[src/rtl/tnet_debug_reader_if.sv]
// Debug snapshot inputs, dump request and the 16-bit dump word stream of tnet_debug_reader.
interface tnet_debug_reader_if;
   logic [4:0]  cmd_st_i;
   logic [99:0] cmd_hist_i;
   logic [7:0]  ready_cnt_i;
   logic [7:0]  error_cnt_i;
   logic [3:0]  error_id_i;
   logic [31:0] error_hist_i;
   logic        req_i;
   logic [15:0] dt_o;
   logic        dt_vld_o;
   logic        dt_rdy_i;
   logic        busy_o;
   logic        done_o;

   modport master (
      output cmd_st_i, cmd_hist_i, ready_cnt_i, error_cnt_i, error_id_i, error_hist_i,
      output req_i, dt_rdy_i,
      input  dt_o, dt_vld_o, busy_o, done_o
   );

   modport slave (
      input  cmd_st_i, cmd_hist_i, ready_cnt_i, error_cnt_i, error_id_i, error_hist_i,
      input  req_i, dt_rdy_i,
      output dt_o, dt_vld_o, busy_o, done_o
   );
endinterface

[src/rtl/tnet_debug_reader.sv]
// Snapshots command/error debug state on request and streams it out as a
// header, optional history sections and a trailer over a valid/ready link.
module tnet_debug_reader #(
   parameter int unsigned DEBUG = 1
) (
   input  logic                clk_i,
   input  logic                rst_i,
   tnet_debug_reader_if.slave  bus
);

   localparam int unsigned WORD_W = 16;
   localparam int unsigned CMD_N  = 20;
   localparam int unsigned ERR_N  = 8;

   localparam logic [2:0] IDLE = 3'd0;
   localparam logic [2:0] HDR0 = 3'd1;
   localparam logic [2:0] HDR1 = 3'd2;
   localparam logic [2:0] CMD  = 3'd3;
   localparam logic [2:0] ERR  = 3'd4;
   localparam logic [2:0] TRL  = 3'd5;

   logic [2:0]        state,           state_nx;
   logic [4:0]        idx,             idx_nx;
   logic [4:0]        snap_cmd_st,     snap_cmd_st_nx;
   logic [99:0]       snap_cmd_hist,   snap_cmd_hist_nx;
   logic [7:0]        snap_ready_cnt,  snap_ready_cnt_nx;
   logic [7:0]        snap_error_cnt,  snap_error_cnt_nx;
   logic [3:0]        snap_error_id,   snap_error_id_nx;
   logic [31:0]       snap_error_hist, snap_error_hist_nx;
   logic              stale,           stale_nx;
   logic [7:0]        wcnt,            wcnt_nx;
   logic [WORD_W-1:0] dt,              dt_nx;
   logic              dt_vld,          dt_vld_nx;
   logic              busy,            busy_nx;
   logic              done,            done_nx;

   logic              xfer;
   logic [7:0]        wcnt_inc;
   logic [4:0]        idx_inc;
   logic              drift;

   function automatic logic [WORD_W-1:0] cmd_word(input logic [4:0] i, input logic [99:0] h);
      logic [6:0] b;
      b = 7'(i) * 7'd5;
      return {4'h1, 2'b00, i, h[b +: 5]};
   endfunction

   function automatic logic [WORD_W-1:0] err_word(input logic [3:0] i, input logic [31:0] h);
      logic [4:0] b;
      b = {i[2:0], 2'b00};
      return {4'h2, 4'h0, i, h[b +: 4]};
   endfunction

   function automatic logic [WORD_W-1:0] trl_word(input logic s, input logic [7:0] w);
      return {4'hF, s, 3'b000, w};
   endfunction

   assign xfer     = dt_vld & bus.dt_rdy_i;
   assign wcnt_inc = 8'(wcnt + 8'd1);
   assign idx_inc  = 5'(idx + 5'd1);
   assign drift    = (bus.cmd_st_i != snap_cmd_st) | (bus.error_cnt_i != snap_error_cnt);

   // Next-state, snapshot and next dump word selection
   always_comb begin
      state_nx           = state;
      idx_nx             = idx;
      snap_cmd_st_nx     = snap_cmd_st;
      snap_cmd_hist_nx   = snap_cmd_hist;
      snap_ready_cnt_nx  = snap_ready_cnt;
      snap_error_cnt_nx  = snap_error_cnt;
      snap_error_id_nx   = snap_error_id;
      snap_error_hist_nx = snap_error_hist;
      stale_nx           = stale | (busy & drift);
      wcnt_nx            = wcnt;
      dt_nx              = dt;
      dt_vld_nx          = dt_vld;
      busy_nx            = busy;
      done_nx            = 1'b0;

      case (state)
         IDLE: begin
            if (bus.req_i) begin
               snap_cmd_st_nx     = bus.cmd_st_i;
               snap_cmd_hist_nx   = bus.cmd_hist_i;
               snap_ready_cnt_nx  = bus.ready_cnt_i;
               snap_error_cnt_nx  = bus.error_cnt_i;
               snap_error_id_nx   = bus.error_id_i;
               snap_error_hist_nx = bus.error_hist_i;
               stale_nx           = 1'b0;
               wcnt_nx            = 8'd0;
               idx_nx             = 5'd0;
               state_nx           = HDR0;
               dt_nx              = {4'hD, 3'b000, bus.cmd_st_i, bus.error_id_i};
               dt_vld_nx          = 1'b1;
               busy_nx            = 1'b1;
            end
         end
         HDR0: begin
            if (xfer) begin
               state_nx = HDR1;
               wcnt_nx  = wcnt_inc;
               dt_nx    = {snap_ready_cnt, snap_error_cnt};
            end
         end
         HDR1: begin
            if (xfer) begin
               wcnt_nx = wcnt_inc;
               idx_nx  = 5'd0;
               if (DEBUG != 0) begin
                  state_nx = CMD;
                  dt_nx    = cmd_word(5'd0, snap_cmd_hist);
               end else begin
                  state_nx = TRL;
                  dt_nx    = trl_word(stale_nx, wcnt_inc);
               end
            end
         end
         CMD: begin
            if (xfer) begin
               wcnt_nx = wcnt_inc;
               if (idx == 5'(CMD_N - 1)) begin
                  state_nx = ERR;
                  idx_nx   = 5'd0;
                  dt_nx    = err_word(4'd0, snap_error_hist);
               end else begin
                  idx_nx = idx_inc;
                  dt_nx  = cmd_word(idx_inc, snap_cmd_hist);
               end
            end
         end
         ERR: begin
            if (xfer) begin
               wcnt_nx = wcnt_inc;
               if (idx == 5'(ERR_N - 1)) begin
                  state_nx = TRL;
                  idx_nx   = 5'd0;
                  dt_nx    = trl_word(stale_nx, wcnt_inc);
               end else begin
                  idx_nx = idx_inc;
                  dt_nx  = err_word(idx_inc[3:0], snap_error_hist);
               end
            end
         end
         TRL: begin
            if (xfer) begin
               state_nx  = IDLE;
               dt_vld_nx = 1'b0;
               busy_nx   = 1'b0;
               done_nx   = 1'b1;
            end
         end
         default: begin
            state_nx  = IDLE;
            dt_vld_nx = 1'b0;
            busy_nx   = 1'b0;
         end
      endcase
   end

   // State, snapshot and output registers with synchronous reset
   always_ff @(posedge clk_i) begin
      if (rst_i) begin
         state           <= IDLE;
         idx             <= 5'd0;
         snap_cmd_st     <= 5'd0;
         snap_cmd_hist   <= 100'd0;
         snap_ready_cnt  <= 8'd0;
         snap_error_cnt  <= 8'd0;
         snap_error_id   <= 4'd0;
         snap_error_hist <= 32'd0;
         stale           <= 1'b0;
         wcnt            <= 8'd0;
         dt              <= '0;
         dt_vld          <= 1'b0;
         busy            <= 1'b0;
         done            <= 1'b0;
      end else begin
         state           <= state_nx;
         idx             <= idx_nx;
         snap_cmd_st     <= snap_cmd_st_nx;
         snap_cmd_hist   <= snap_cmd_hist_nx;
         snap_ready_cnt  <= snap_ready_cnt_nx;
         snap_error_cnt  <= snap_error_cnt_nx;
         snap_error_id   <= snap_error_id_nx;
         snap_error_hist <= snap_error_hist_nx;
         stale           <= stale_nx;
         wcnt            <= wcnt_nx;
         dt              <= dt_nx;
         dt_vld          <= dt_vld_nx;
         busy            <= busy_nx;
         done            <= done_nx;
      end
   end

   assign bus.dt_o     = dt;
   assign bus.dt_vld_o = dt_vld;
   assign bus.busy_o   = busy;
   assign bus.done_o   = done;

endmodule
[src/flat_wrapper.sv]
// flat-port wrapper written by rule: the top's interface ports become plain ports
module tnet_debug_reader_flat 
#(
   parameter int unsigned DEBUG = 1
)
  (clk_i, rst_i, bus_cmd_st_i, bus_cmd_hist_i, bus_ready_cnt_i, bus_error_cnt_i, bus_error_id_i, bus_error_hist_i, bus_req_i, bus_dt_rdy_i, bus_dt_o, bus_dt_vld_o, bus_busy_o, bus_done_o);
  tnet_debug_reader_if bus_i ();
  input  logic clk_i;
  input  logic rst_i;
  input wire logic [$bits(bus_i.cmd_st_i)-1:0] bus_cmd_st_i;
  input wire logic [$bits(bus_i.cmd_hist_i)-1:0] bus_cmd_hist_i;
  input wire logic [$bits(bus_i.ready_cnt_i)-1:0] bus_ready_cnt_i;
  input wire logic [$bits(bus_i.error_cnt_i)-1:0] bus_error_cnt_i;
  input wire logic [$bits(bus_i.error_id_i)-1:0] bus_error_id_i;
  input wire logic [$bits(bus_i.error_hist_i)-1:0] bus_error_hist_i;
  input wire logic [$bits(bus_i.req_i)-1:0] bus_req_i;
  input wire logic [$bits(bus_i.dt_rdy_i)-1:0] bus_dt_rdy_i;
  output wire logic [$bits(bus_i.dt_o)-1:0] bus_dt_o;
  output wire logic [$bits(bus_i.dt_vld_o)-1:0] bus_dt_vld_o;
  output wire logic [$bits(bus_i.busy_o)-1:0] bus_busy_o;
  output wire logic [$bits(bus_i.done_o)-1:0] bus_done_o;
  assign bus_i.cmd_st_i = bus_cmd_st_i;
  assign bus_i.cmd_hist_i = bus_cmd_hist_i;
  assign bus_i.ready_cnt_i = bus_ready_cnt_i;
  assign bus_i.error_cnt_i = bus_error_cnt_i;
  assign bus_i.error_id_i = bus_error_id_i;
  assign bus_i.error_hist_i = bus_error_hist_i;
  assign bus_i.req_i = bus_req_i;
  assign bus_i.dt_rdy_i = bus_dt_rdy_i;
  assign bus_dt_o = bus_i.dt_o;
  assign bus_dt_vld_o = bus_i.dt_vld_o;
  assign bus_busy_o = bus_i.busy_o;
  assign bus_done_o = bus_i.done_o;
  tnet_debug_reader #(.DEBUG(DEBUG)) u_core (.clk_i(clk_i), .rst_i(rst_i), .bus(bus_i));
endmodule
[config.mk]
export PLATFORM = sky130hd
export DESIGN_NAME = tnet_debug_reader_flat
export DESIGN_NICKNAME = d
export VERILOG_FILES = /design/src/rtl/tnet_debug_reader_if.sv /design/src/rtl/tnet_debug_reader.sv /design/src/flat_wrapper.sv
export SDC_FILE = /design/constraint.sdc
export NUM_CORES = 1
export LEC_CHECK = 0
export BUFFER_PORTS_ARGS = -buffer_cell sky130_fd_sc_hd__buf_2
export CORE_MARGIN = 1.5
export CORE_UTILIZATION = 64
export CTS_BUF_LIST = sky130_fd_sc_hd__clkbuf_8
export DETAILED_ROUTE_END_ITERATION = 12
export PLACE_DENSITY = 0.89
export SLEW_MARGIN = 5
export SYNTH_ARGS = -nofsm -noshare
export SYNTH_HDL_FRONTEND = slang
export SYNTH_SLANG_ARGS = --single-unit
[constraint.sdc]
create_clock -name clk_i -period 9.6 [get_ports clk_i]
set_input_delay 0.48 -clock clk_i [delete_from_list [all_inputs] [get_ports clk_i]]
set_output_delay 0.48 -clock clk_i [all_outputs]
set_load 0.005 [all_outputs]
==> summary.txt <==
Routing
  • # DRC: 0
  • DRT Wirelength: 30100 µm
  • Top Layer Used: met4
  • Antenna-violating nets left: 0
  • Routed vias: 10400
  • Routed wl met2: 14100 µm
  • Met3 WL: 2930 µm
  • Avg WL per Cell: 18.3 µm
  • Initial DRC Count: 1406
  • DR vias/cell: 6.34
  • Drt pass-1 iters: 6
  • Wire length on met1: 12200 µm

STA
  • Final WS setup: 4890 ps
  • Post-layout min period: 4710 ps
  • Clk_skew: 19.7 ps
  • Slew Viols, Final: 0
  • FMAX: 0.212 GHz
  • RSZ-0062 raised after global routing: false
  • Fin Setup TNS: 0 ps
  • Max_slew headroom: 0.250
  • Least-Margin Pin Slew: 1120 ps
  • Hold Vio Cnt, Final: 0
  • Final setup viols: 0
  • WHS: 206 ps
  • Final worst-path cycle share: 0.491

Clocking
  • Clock transition at the registers of the reported paths: 110 ps
  • Clk sink count: 188
  • Clock Latency Late Sink: 500 ps
  • H-tree depth: 4
  • Num CTS Buffers: 17
  • Post_cts resized: 0
  • Number of post-CTS setup repair buffers: 0
  • Cts hold-fix bufs: 0
  • CTS Root Cell: clkbuf_8
  • CTS Buffer Depth: 2
  • CTS tree: yes

Floorplan
  • Core area: 17200 µm²
  • Initial core utilization: 0.652
  • Die height: 135 µm
  • Placement row count: 48
  • Die area: 18300 µm²
  • Die W: 135 µm
  • Io pins: 180

Final layout
  • Filler cells: 1313
  • Multi-input gate area: 6840 µm²
  • Layout cells sized above 1: 0.229
  • Synthesis-to-finish area growth: 10.3%
  • Post-Route Utilization: 0.719
  • Number of diodes: 0
  • Nets: 1578
  • Seq. cell area: 3770 µm²

Synth
  • Post-synth ARST share: 0
  • Post-synthesis compound-gate area fraction: 0.161
  • Count of cell types in the netlist: 73
  • Mux cell area share after synthesis: 0.221
  • Adder-cell share of the synthesized area: 0.0107
  • Yosys reg bits: 188
  • Number of flops mapped to enable cells by yosys: 0
  • Synthesized instance count: 1311
  • Largest family of logic cells by synthesized area: multiplexers
  • Seq/Total Area, Yosys: 0.336
  • Top FF cell, synth: dfxtp_1
  • Syn Area/Cell: 8.54 µm²
  • Syn_nets: 1481
  • Ys Warns: 0
  • Synth Cell Area: 11200 µm²
  • Post-synthesis simple-gate area fraction: 0.193
  • XOR/XNOR Fraction of Synth Area: 0.0234

Power
  • Switching share of total power: 0.303
  • Switching power: 0.000520 W
  • Clock power share: 0.322
  • Combinational share of power: 0.161
  • Overall power: 0.00172 W
  • Peak VDD IR: 0.101 mV
  • Reg power frac: 0.517
  • P_int: 0.00120 W
  • Power per standard cell area: 139 nW/µm²
  • P_leak: 4.60 nW

GRT
  • Initial antenna violation count: 0
  • Total GRT Usage: 0.337
  • Global route total overflow: 0
  • Number of global-route vias before repair: 9723
  • Largest net degree at the start of global routing: 91
  • First-pass GRT wire length: 48800 µm

Worst setup path
  • CP max FO: 70
  • Required time of the critical path: 9970 ps
  • Worst Path Arrival: 5090 ps
  • Critical path type: register to register
  • CP startpoint kind: register
  • Critical path capture point type: register

Job
  • Max cap viols: 0

Place
  • Pre-CTS WS: 4920 ps
  • Number of buffers added on ports: 179
  • RD Place Congestion: 0.927
  • Post-DP HPWL: 21100 µm

Outcome
  • Status: finished, final reports clean

Hold path
  • Hold Crit Class: input pin to register
[final timing paths]
| kind | cells past startpoint | start | end | slack (ps) |
|---|---|---|---|---|
| setup / recovery | 11 | u_core.idx[0] | u_core.bus.dt_o[1] | 4890 |
| hold / removal | 3 | bus_cmd_hist_i[20] | u_core.snap_cmd_hist[20] | 210 |
| setup reg to reg | 11 | u_core.idx[0] | u_core.bus.dt_o[1] | 4890 |
| hold reg to reg | 2 | u_core.snap_error_hist[26] | u_core.snap_error_hist[26] | 460 |
[cell families (layout without fill, tap and decap cells)]
| group | count (synthesis) | in the layout |
|---|---|---|
| DFF | 188 | 188 |
| AOI/OAI and AO/OA | 303 | 303 |
| buffers and inverters | 127 | 237 |
| muxes | 133 | 133 |
| and+or+nand+nor | 525 | 525 |
| adders and majority gates | 9 | 9 |
| xor gates and xnor gates | 26 | 26 |
[cell usage after synthesis (10+ instances only)]
cell	number	area [µm²]
clkbuf_1	66	248
dfxtp_1	188	3760
mux4_2	81	1820
a21oi_1	190	951
nor2_1	74	278
nor3_1	24	120
a31oi_1	10	62.6
o21ai_0	21	105
a211oi_1	11	82.6
xnor2_1	10	87.6
buf_2	19	95.1
xor2_1	14	123
mux2i_1	36	360
buf_4	13	97.6
inv_1	12	45.0
nand3_1	20	100
nand2_1	363	1360
[worst max-delay path, stage by stage, from the launching register on]
cell	delay, ps
dfxtp_4	740
ha_4	640
ha_1	370
ha_2	320
buf_4	680
clkinv_1	500
nor2_1	380
and3_1	210
o32ai_1	110
a221o_1	380
nand4_1	100
a21oi_1	70
[area by class of cell]
class | count | area share
tap | 225 | 0.0228
timing repair buffer | 190 | 0.0795
clock buffer | 17 | 0.0190
multi-input combinational | 996 | 0.554
sequential | 188 | 0.305
inverter | 15 | 0.00476
clock inverter | 15 | 0.0148
[cell usage in the layout, fill, tap and decap left out, drive strengths merged, types with 6 or more instances in the layout]
master,synthesis,routed
nand4,7,7
nor3,24,24
clkinv,2,9
a211oi,12,12
buf,45,190
inv,13,18
mux2i,36,36
nor2,74,74
a21oi,190,190
xor2,14,14
nand3,20,20
a31oi,10,10
xnor2,11,11
nand2,363,363
mux4,88,88
dfxtp,188,188
o21ai,24,24
and3,9,9
ha,8,8
mux2,9,9
clkbuf,67,17
a22oi,7,7
a2bb2oi,6,6
[metrics by stage]
step | instance area (µm²) | instances
floorplan | 11200 | 1311
global placement | 11900 | 1614
detailed placement | 11900 | 1614
CTS | 12300 | 1646
global route | 12300 | 1646
finish | 12300 | 1646
[routing by layer]
metal / up-vias / GRT usage
li1: 4889 / -
met1: 4832 / 0.462
met2: 623 / 0.537
met3: 96 / 0.0662
met4: 0 / 0.121
met5: - / 0
[registers in the layout (all words and copies together) (netlist names)]
name                    count
u_core.wcnt                 8
u_core.bus.dt_vld_o         1
u_core.bus.dt_o            16
u_core.stale                1
u_core.idx                  5
u_core.snap_cmd_hist      100
u_core.state                3
u_core.snap_cmd_st          5
u_core.snap_error_cnt       8
u_core.snap_error_hist     32
u_core.bus.done_o           1
u_core.snap_ready_cnt       8
[power by group through the flow]
stage / Clock (W) / Sequential (W) / Combinational (W)
floorplan: 0 / 0.000879 / 0.000193
global placement: 0 / 0.000898 / 0.000263
detailed placement: 0 / 0.000902 / 0.000271
CTS: 0.000554 / 0.000884 / 0.000273
global route: 0.000586 / 0.000893 / 0.000305
finish: 0.000552 / 0.000888 / 0.000276
Power figures use the tool's default switching activity.
